==> config.mk <==
export PLATFORM = sky130hd
export DESIGN_NAME = stack_controller
export DESIGN_NICKNAME = d
export VERILOG_FILES = /design/src/rtl/stack_ctrl_pkg.sv /design/src/rtl/sp_reg.sv /design/src/rtl/stack_controller.sv
export SDC_FILE = /design/constraint.sdc
export NUM_CORES = 1
export LEC_CHECK = 0
export ABC_AREA = 1
export BUFFER_PORTS_ARGS = -buffer_cell sky130_fd_sc_hd__buf_2
export CAP_MARGIN = 30
export CORE_ASPECT_RATIO = 1.5
export CORE_UTILIZATION = 25
export DETAILED_ROUTE_END_ITERATION = 8
export PLACE_DENSITY = 0.52
export SLEW_MARGIN = 10
export SYNTH_ARGS = -nofsm -noshare
export SYNTH_HDL_FRONTEND = slang
export SYNTH_SLANG_ARGS = --single-unit
==> constraint.sdc <==
create_clock -name clk -period 2.2 [get_ports clk]
set_clock_uncertainty 0.15 [all_clocks]
set_input_delay 0.22 -clock clk [delete_from_list [all_inputs] [get_ports clk]]
set_output_delay 0.22 -clock clk [all_outputs]
set_load 0.02 [all_outputs]
==> src/rtl/stack_ctrl_pkg.sv <==
// stack_ctrl_pkg: shared types and constants for the stack controller.
// Contents: FSM state encoding and the data/pointer word width.
// Optional feature macro used by the controller: STACK_CTRL_GUARD_EN.
package stack_ctrl_pkg;

  localparam int WORD_W = 16;

  typedef enum logic [1:0] {
    ST_IDLE  = 2'd0,
    ST_WRITE = 2'd1,
    ST_READ  = 2'd2,
    ST_DONE  = 2'd3
  } state_t;

endpackage

==> src/rtl/sp_reg.sv <==
// sp_reg: stack pointer register with load / increment / decrement controls.
// Ports: clk, reset_n (async active-low), load + load_val, inc, dec, sp (registered).
// Load wins over inc/dec; the FSM guarantees inc and dec are never raised together.
module sp_reg
  import stack_ctrl_pkg::*;
#(
  parameter logic [WORD_W-1:0] SP_BASE = 16'h0000
) (
  input  logic              clk,
  input  logic              reset_n,
  input  logic              load,
  input  logic [WORD_W-1:0] load_val,
  input  logic              inc,
  input  logic              dec,
  output logic [WORD_W-1:0] sp
);

  logic [WORD_W-1:0] sp_q;
  logic [WORD_W-1:0] sp_d;

  // Arithmetic is plain modulo 2^WORD_W; any range guarding lives in the FSM.
  always_comb begin
    sp_d = sp_q;
    if (load) begin
      sp_d = load_val;
    end else if (inc) begin
      sp_d = sp_q + WORD_W'(1);
    end else if (dec) begin
      sp_d = sp_q - WORD_W'(1);
    end
  end

  always_ff @(posedge clk or negedge reset_n) begin
    if (!reset_n) begin
      sp_q <= SP_BASE;
    end else begin
      sp_q <= sp_d;
    end
  end

  assign sp = sp_q;

endmodule

==> src/rtl/stack_controller.sv <==
// stack_controller: push/pop/load front end for a memory-backed stack.
// Ports: request inputs (push, pop, load_sp), memory handshake (mem_* with mem_ready),
//        status (req_ready, done, overflow, underflow), pop_data and sp.
// Optional macro STACK_CTRL_GUARD_EN: refuse push at SP_LIMIT / pop at SP_BASE with a pulse.
module stack_controller
  import stack_ctrl_pkg::*;
#(
  parameter logic [WORD_W-1:0] SP_BASE  = 16'h0000,
  parameter logic [WORD_W-1:0] SP_LIMIT = 16'h00FF
) (
  input  logic              clk,
  input  logic              reset_n,
  input  logic              push,
  input  logic              pop,
  input  logic              load_sp,
  input  logic [WORD_W-1:0] sp_load_val,
  input  logic [WORD_W-1:0] push_data,
  input  logic [WORD_W-1:0] mem_rdata,
  input  logic              mem_ready,
  output logic              req_ready,
  output logic              done,
  output logic [WORD_W-1:0] pop_data,
  output logic [WORD_W-1:0] mem_addr,
  output logic [WORD_W-1:0] mem_wdata,
  output logic              mem_we,
  output logic              mem_re,
  output logic [WORD_W-1:0] sp,
  output logic              overflow,
  output logic              underflow
);

  state_t            state_q;
  logic [WORD_W-1:0] mem_addr_q;
  logic [WORD_W-1:0] mem_wdata_q;
  logic              mem_we_q;
  logic              mem_re_q;
  logic              done_q;
  logic [WORD_W-1:0] pop_data_q;

  logic              idle;
  logic              push_block;
  logic              pop_block;
  logic              sp_load;
  logic              sp_inc;
  logic              sp_dec;

`ifdef STACK_CTRL_GUARD_EN
  logic              ovf_q;
  logic              udf_q;

  assign push_block = (sp == SP_LIMIT);
  assign pop_block  = (sp == SP_BASE);
  assign overflow   = ovf_q;
  assign underflow  = udf_q;
`else
  assign push_block = 1'b0;
  assign pop_block  = 1'b0;
  assign overflow   = 1'b0;
  assign underflow  = 1'b0;
`endif

  assign idle = (state_q == ST_IDLE);

  // Pointer controls follow the request priority load_sp > pop > push.
  // Pop pre-decrements on acceptance so the read address is the new sp;
  // push post-increments only once the write is acknowledged.
  assign sp_load = idle && load_sp;
  assign sp_dec  = idle && !load_sp && pop && !pop_block;
  assign sp_inc  = (state_q == ST_WRITE) && mem_ready;

  sp_reg #(
    .SP_BASE (SP_BASE)
  ) u_sp_reg (
    .clk      (clk),
    .reset_n  (reset_n),
    .load     (sp_load),
    .load_val (sp_load_val),
    .inc      (sp_inc),
    .dec      (sp_dec),
    .sp       (sp)
  );

  always_ff @(posedge clk or negedge reset_n) begin
    if (!reset_n) begin
      state_q     <= ST_IDLE;
      mem_addr_q  <= '0;
      mem_wdata_q <= '0;
      mem_we_q    <= 1'b0;
      mem_re_q    <= 1'b0;
      done_q      <= 1'b0;
      pop_data_q  <= '0;
`ifdef STACK_CTRL_GUARD_EN
      ovf_q       <= 1'b0;
      udf_q       <= 1'b0;
`endif
    end else begin
      // Status outputs are single-cycle pulses unless re-asserted below.
      done_q <= 1'b0;
`ifdef STACK_CTRL_GUARD_EN
      ovf_q  <= 1'b0;
      udf_q  <= 1'b0;
`endif
      case (state_q)
        ST_IDLE: begin
          if (load_sp) begin
            done_q <= 1'b1;
          end else if (pop) begin
            if (pop_block) begin
`ifdef STACK_CTRL_GUARD_EN
              udf_q <= 1'b1;
`endif
            end else begin
              mem_addr_q <= sp - WORD_W'(1);
              mem_re_q   <= 1'b1;
              state_q    <= ST_READ;
            end
          end else if (push) begin
            if (push_block) begin
`ifdef STACK_CTRL_GUARD_EN
              ovf_q <= 1'b1;
`endif
            end else begin
              mem_addr_q  <= sp;
              mem_wdata_q <= push_data;
              mem_we_q    <= 1'b1;
              state_q     <= ST_WRITE;
            end
          end
        end
        ST_WRITE: begin
          if (mem_ready) begin
            mem_we_q <= 1'b0;
            done_q   <= 1'b1;
            state_q  <= ST_DONE;
          end
        end
        ST_READ: begin
          if (mem_ready) begin
            mem_re_q   <= 1'b0;
            pop_data_q <= mem_rdata;
            done_q     <= 1'b1;
            state_q    <= ST_DONE;
          end
        end
        ST_DONE: begin
          state_q <= ST_IDLE;
        end
        default: begin
          state_q  <= ST_IDLE;
          mem_we_q <= 1'b0;
          mem_re_q <= 1'b0;
        end
      endcase
    end
  end

  assign req_ready = idle;
  assign done      = done_q;
  assign pop_data  = pop_data_q;
  assign mem_addr  = mem_addr_q;
  assign mem_wdata = mem_wdata_q;
  assign mem_we    = mem_we_q;
  assign mem_re    = mem_re_q;

endmodule

Word-level counts from Yosys, hierarchy flattened
Cells that the tools add are included.
Word-level totals
  register bits: 69
  word-level logic and storage cells: 61
Cells by class
  $add $sub $neg: 2
  mux-type cells: 21
  bitwise logic cells: 2
  eq/ne operators: 11
  reductions and logical operators: 17
Operators with widths (number)
  2-to-1 mux 16 bit: 5
  adder 16 x 1 -> 16 bit, second input constant: 1
  subtractor 16 x 1 -> 16 bit, second input constant: 1
  inequality test 2 bit, second input constant: 6
  2-to-1 mux 1 bit: 8
  2-to-1 mux 2 bit: 4
  AND reduction 4 bit: 2
  case mux 1 bit (2 select lines): 3
  case mux 2 bit (3 select lines): 1
  AND reduction 3 bit: 2
  nonzero test 2 bit: 3
  AND reduction 5 bit: 1
  == test 2 bit, second input constant: 2
  logical AND 1 bit: 4
  inequality test 3 bit, second input constant: 1
  nonzero test 3 bit: 1
  == test 2 x 1 -> 1 bit, second input constant: 1
  zero test 2 bit: 1
  inequality test 2 x 1 -> 1 bit, second input constant: 1
  inverter 1 bit: 2
  AND reduction 2 bit: 1
  OR reduction 2 bit: 1
  zero test 1 bit: 1

Longest topological paths before layout
  depth after elaboration: 6
  gate-level depth with buffers: 12
  gate-level depth less buffers: 11

Hierarchy
Synthesis repeated with hierarchy kept, for this count alone.
Second synthesis, totals
  cell total of the unflattened synthesis: 514
  area total of the unflattened synthesis: 4199.0 um^2
By module, submodules not included
  stack_controller: times used 1, cells each 260, area an instance 2562.5 um^2
  sp_reg: times used 1, cells each 254, area an instance 1636.6 um^2

Least setup slack after synthesis
OpenSTA, ideal clock, no wires.
  path kind: register -> register
  start: register state_q[0]
  end: register u_sp_reg.sp_q[2] (netlist: u_sp_reg.sp[2])
  required time: 1.923 ns
  arrival: 1.639 ns
  slack: 0.284 ns
  period minus slack after synthesis: 1.916 ns
  cell stages (with the launch flop): 9
  cells stage by stage: dfrtp_1 inv_1 ha_1 buf_4 nand2_4 buf_2 or2_2 a31oi_1 a21oi_1
On the way
  cells in the longest elaborated chain, start to end: 4
  elaborated cells between the ends (all ways): 9
  classes of those cells: 1 x eq/ne; 2 x mux; 6 x reduce/logical
RTL lines
  start, declared: RTL line stack_controller.sv:32  | state_t state_q;
  start signal, assigned: RTL line stack_controller.sv:85  | state_q <= ST_IDLE;
  start signal, assigned: RTL line stack_controller.sv:115  | state_q <= ST_READ;
  start signal, assigned: RTL line stack_controller.sv:126  | state_q <= ST_WRITE;
  zero test 2 bit *: RTL line stack_controller.sv:62  | assign idle = (state_q == ST_IDLE);
  named net req_ready: RTL line stack_controller.sv:20  | output logic req_ready,
  logical AND 1 bit (2 in series): RTL line stack_controller.sv:68  | assign sp_dec = idle && !load_sp && pop && !pop_block;
  nonzero test 3 bit (no line)
  end signal, assigned: RTL line sp_reg.sv:37  | sp_q <= sp_d;
  end, declared: RTL line sp_reg.sv:18  | logic [WORD_W-1:0] sp_q;
The timed path passes the listed nets; every way through them passes the cells marked *.
A chain may end at the register's enable or synchronous reset.

Worst setup path after layout
  start: register state_q[0]
  end: register u_sp_reg.sp_q[1] (netlist: u_sp_reg.sp[1])
On the way
  cells in the longest elaborated chain, start to end: 4
  elaborated cells between the ends (all ways): 9
  classes of those cells: 1 x eq/ne; 2 x mux; 6 x reduce/logical
RTL lines (RTL line)
  == test 2 x 1 -> 1 bit or zero test 2 bit (tied branches): stack_controller.sv:69, stack_controller.sv:62
  logical AND 1 bit, on equally long branches: stack_controller.sv:69, stack_controller.sv:68
  2-to-1 mux 16 bit or logical AND 1 bit (tied branches): sp_reg.sv:26, stack_controller.sv:68
  2-to-1 mux 16 bit or nonzero test 3 bit (tied branches)
Parallel ways exist; a longest one is shown, timed or not.

==> metrics.md <==
| Metric | Value |
|---|---|
| Status | `finished, final reports clean` |
| Static Leak | `2.689 nW` |
| Post-synth EDFFs | `0` |
| Pre-CTS setup slack | `0.1548 ns` |
| Psw | `3.568 mW` |
| Synth warn | `0` |
| Synth area leaders | `dfrtp_1 (44%), nand2_1 (11%), mux2_2 (9.2%), nand3_1 (5.6%), o21ai_0 (5.5%)` |
| Worst path arrival time | `2.06 ns` |
| Final period util | `91.21%` |
| Clock transition at the registers of the reported paths | `0.05 ns` |
| Delay-heaviest family, CP | `simple AND/OR/NAND/NOR gates` |
| Power Density | `1437 nW/um^2` |
| Worst path max stage delay | `0.37 ns` |
| Dpl hpwl | `9.701 mm` |
| Post-DR vias/cell | `4.679` |
| # clock sinks | `69` |
| Top sig layer | `met4` |
| Setup crit end kind | `flop` |
| Core Box Area | `15,210 um^2` |
| Internal power | `4.231 mW` |
| WL met2 | `7.030 mm` |
| Hold depth | `2` |
| Asr flop ratio synth | `100.0%` |
| Via count | `3,916` |
| Layout cells sized above 1 | `31.97%` |
| Die ar. | `16,250 um^2` |
| Top-Level Pins | `124` |
| Combinational share of power | `50.6%` |
| Yosys cell types | `39` |
| Post-Syn Area | `3934 um^2` |
| Post-synth top flop | `dfrtp_1` |
| Antenna violations before repair | `0` |
| Mapped Cells | `472` |
| Wire length on met1 | `4.985 mm` |
| Crit path time final | `2.007 ns` |
| Clock latency on the worst-skew pair | `0.33 ns` |
| Grt total ovfl | `0` |
| Maximum root-to-sink buffer count | `2` |
| Final setup vio count | `0` |
| First-pass GRT wire length | `20.49 mm` |
| Gp weighted congestion | `0.9068` |
| # DRC | `0` |
| Power share of the clock group | `18.9%` |
| Gr usage total | `16.44%` |
| Area leader, netlist | `dfrtp_1` |
| Fillers | `1,599` |
| Setup repair bufs after CTS | `0` |
| Hold EP | `mem_re` |
| Worst flop-to-flop path startpoint | `state_q[0]` |
| Synth top cells by count | `nand2_1 (114), dfrtp_1 (69), nand3_1 (44)` |
| Worst-path cell chain | `inv_1 -> ha_1 -> nand2_4 -> nand2_2 -> nor2_4 -> inv_4 -> buf_4 -> o21ai_0 -> o22ai_1` |
| Crit-path max FO | `17` |
| Number of hold violations in the final report | `0` |
| Count leader, synth | `nand2_1` |
| VDD IR-drop max | `0.5370 mV` |
| DR WL/cell | `15.52 um` |
| Path depth of the worst reg2reg path | `9` |
| Row count | `55` |
| Area Growth Syn to Fin | `37.95%` |
| Antenna Nets Post-Route | `0` |
| Overall routed net length | `12.99 mm` |
| Reg2reg end | `u_sp_reg.sp[1]` |
| Crit-path slowest cell | `dfrtp_1` |
| Yosys reg bits | `69` |
| CTS tree | `built` |
| Worst path bufs/invs | `3` |
| Largest net degree at the start of global routing | `50` |
| Worst hold start | `load_sp` |
| Nets | `694` |
| WS Path Type | `reg -> reg` |
| Antenna cells | `0` |
| Seq pwr share | `30.5%` |
| Worst setup margin | `0.1933 ns` |
| Met3 wire length | `687 um` |
| Vias in the first global route | `4,009` |
| CTS Root Cell | `clkbuf_16` |
| Max-cap violation count | `0` |
| Initial DRC Count | `150` |
| RSZ-0062 raised after global routing | `false` |
| Synth top area share | `43.89%` |
| Sw Ratio | `45.75%` |
| Slew Viols, Final | `0` |
| Tot Pwr | `7.800 mW` |
| I/O Buffers | `121` |
| Max frequency | `498.3 MHz` |
| DIE HEIGHT | `155.6 um` |
| Clock H-tree levels | `3` |
| Final setup TNS | `0 ns` |
| Starting Density | `25.87%` |
| Seq/Total Area, Yosys | `43.89%` |
| Width of the die | `104.4 um` |
| Startpoint types | `flop` |
| Required @ worst endpoint | `2.25 ns` |
| TritonCTS Buffers | `9` |
| Post-Syn Area per Cell | `8.334 um^2` |
| Min-delay worst type | `in -> reg` |
| R2R Setup Slk | `0.19 ns` |
| First-pass DRT Iterations | `5` |
## timing repair
action                                  CTS  global route
endpoints found under the setup margin    0             1
resized for setup                         0             2
hold buffers                             33             0
endpoints found under the hold margin    52             0
## worst reg2reg max path, delay by kind of cell, from the launching register on
family	cells	cell delay, ns
DFF	1	0.37
adders and majority gates	1	0.26
AOI/OAI and AO/OA	2	0.20
and+or+nand+nor	3	0.47
buffers and inverters	3	0.43
## cells in the final DEF, fill, tap and decap left out, types with 2 or more instances in the layout
cell,synthesis,routed
buf_2,9,121
nand2_1,114,114
dfrtp_1,69,69
nand3_1,44,44
o21ai_0,43,43
inv_1,36,36
nor2_1,35,35
dlygate4sd3_1,0,33
mux2_2,32,32
a21oi_1,22,22
buf_4,5,14
clkbuf_16,0,9
ha_1,6,6
nand4_1,5,5
nor2_4,4,4
o211ai_1,4,4
nand2_2,3,3
nor2_2,3,3
inv_2,4,3
xor2_1,3,3
o22ai_1,3,3
nand2_4,2,2
inv_4,1,2
o21bai_1,2,2
or2_2,2,2
xnor2_1,2,2
nor3_1,2,2
nand3b_1,2,2
conb_1,1,2
clkbuf_8,0,2
clkinvlp_4,0,2
## worst max path at each step
stage | from | end | slack (ns) | depth (start not counted)
after floorplan | state_q[0] | u_sp_reg.sp[2] | 0.28 | 8
after global placement | state_q[0] | u_sp_reg.sp[1] | 0.21 | 9
after detailed placement | state_q[0] | u_sp_reg.sp[1] | 0.15 | 9
after CTS | state_q[0] | u_sp_reg.sp[1] | 0.15 | 9
after global routing | state_q[0] | u_sp_reg.sp[2] | 0.05 | 9
final | state_q[0] | u_sp_reg.sp[1] | 0.19 | 9
## cell type report
type                            count  area [um^2]  share of cell area [%]
Sequential cell                    69         1727                   31.82
Multi-Input combinational cell    344         1929                   35.55
Inverter                           41        158.9                   2.928
Clock inverter                      3        45.04                  0.8301
Tap cell                          199        249.0                   4.588
Clock buffer                       12        256.5                   4.727
Timing Repair Buffer              169         1061                   19.55
## routing by layer
| metal | vias up | track usage (%) |
|---|---|---|
| met4 | 0 | 6.463 |
| met5 | - | 0 |
| li1 | 1889 | - |
| met1 | 1886 | 17.58 |
| met2 | 122 | 31.25 |
| met3 | 19 | 3.342 |
## power groups by stage
| stage | registers [mW] | clock network [mW] | logic (mW) |
|---|---|---|---|
| after floorplan | 2.96 | 0 | 1.94 |
| after global placement | 2.39 | 0 | 3.88 |
| after detailed placement | 2.40 | 0 | 3.91 |
| after CTS | 2.39 | 1.54 | 3.97 |
| after global routing | 2.47 | 1.58 | 4.32 |
| final | 2.38 | 1.48 | 3.95 |
## stage by stage
stage / area (um^2) / utilization, % / instances / hold slack (ns)
floorplan: 3938 / - / 473 / -0.2256
global placement: 4792 / 31.51 / 789 / 0.04818
detailed placement: 4792 / 31.51 / 789 / 0.06698
CTS: 5424 / 35.66 / 837 / 0.01524
global route: 5426 / 35.68 / 837 / 0.02146
finish: 5426 / 35.68 / 837 / 0.03417
## kinds of logic (layout without fill, tap and decap cells)
group	count (synthesis)	in the layout	share of synthesized area [%]
buf+inv	60	225	7.156
other cells	1	2	0.09533
compound gates	80	80	11.04
fa+ha+maj	6	6	1.908
mux	32	32	9.160
flops	69	69	43.89
simple gates	218	218	25.22
xor+xnor	6	6	1.527
Power figures use the tool's default switching activity.
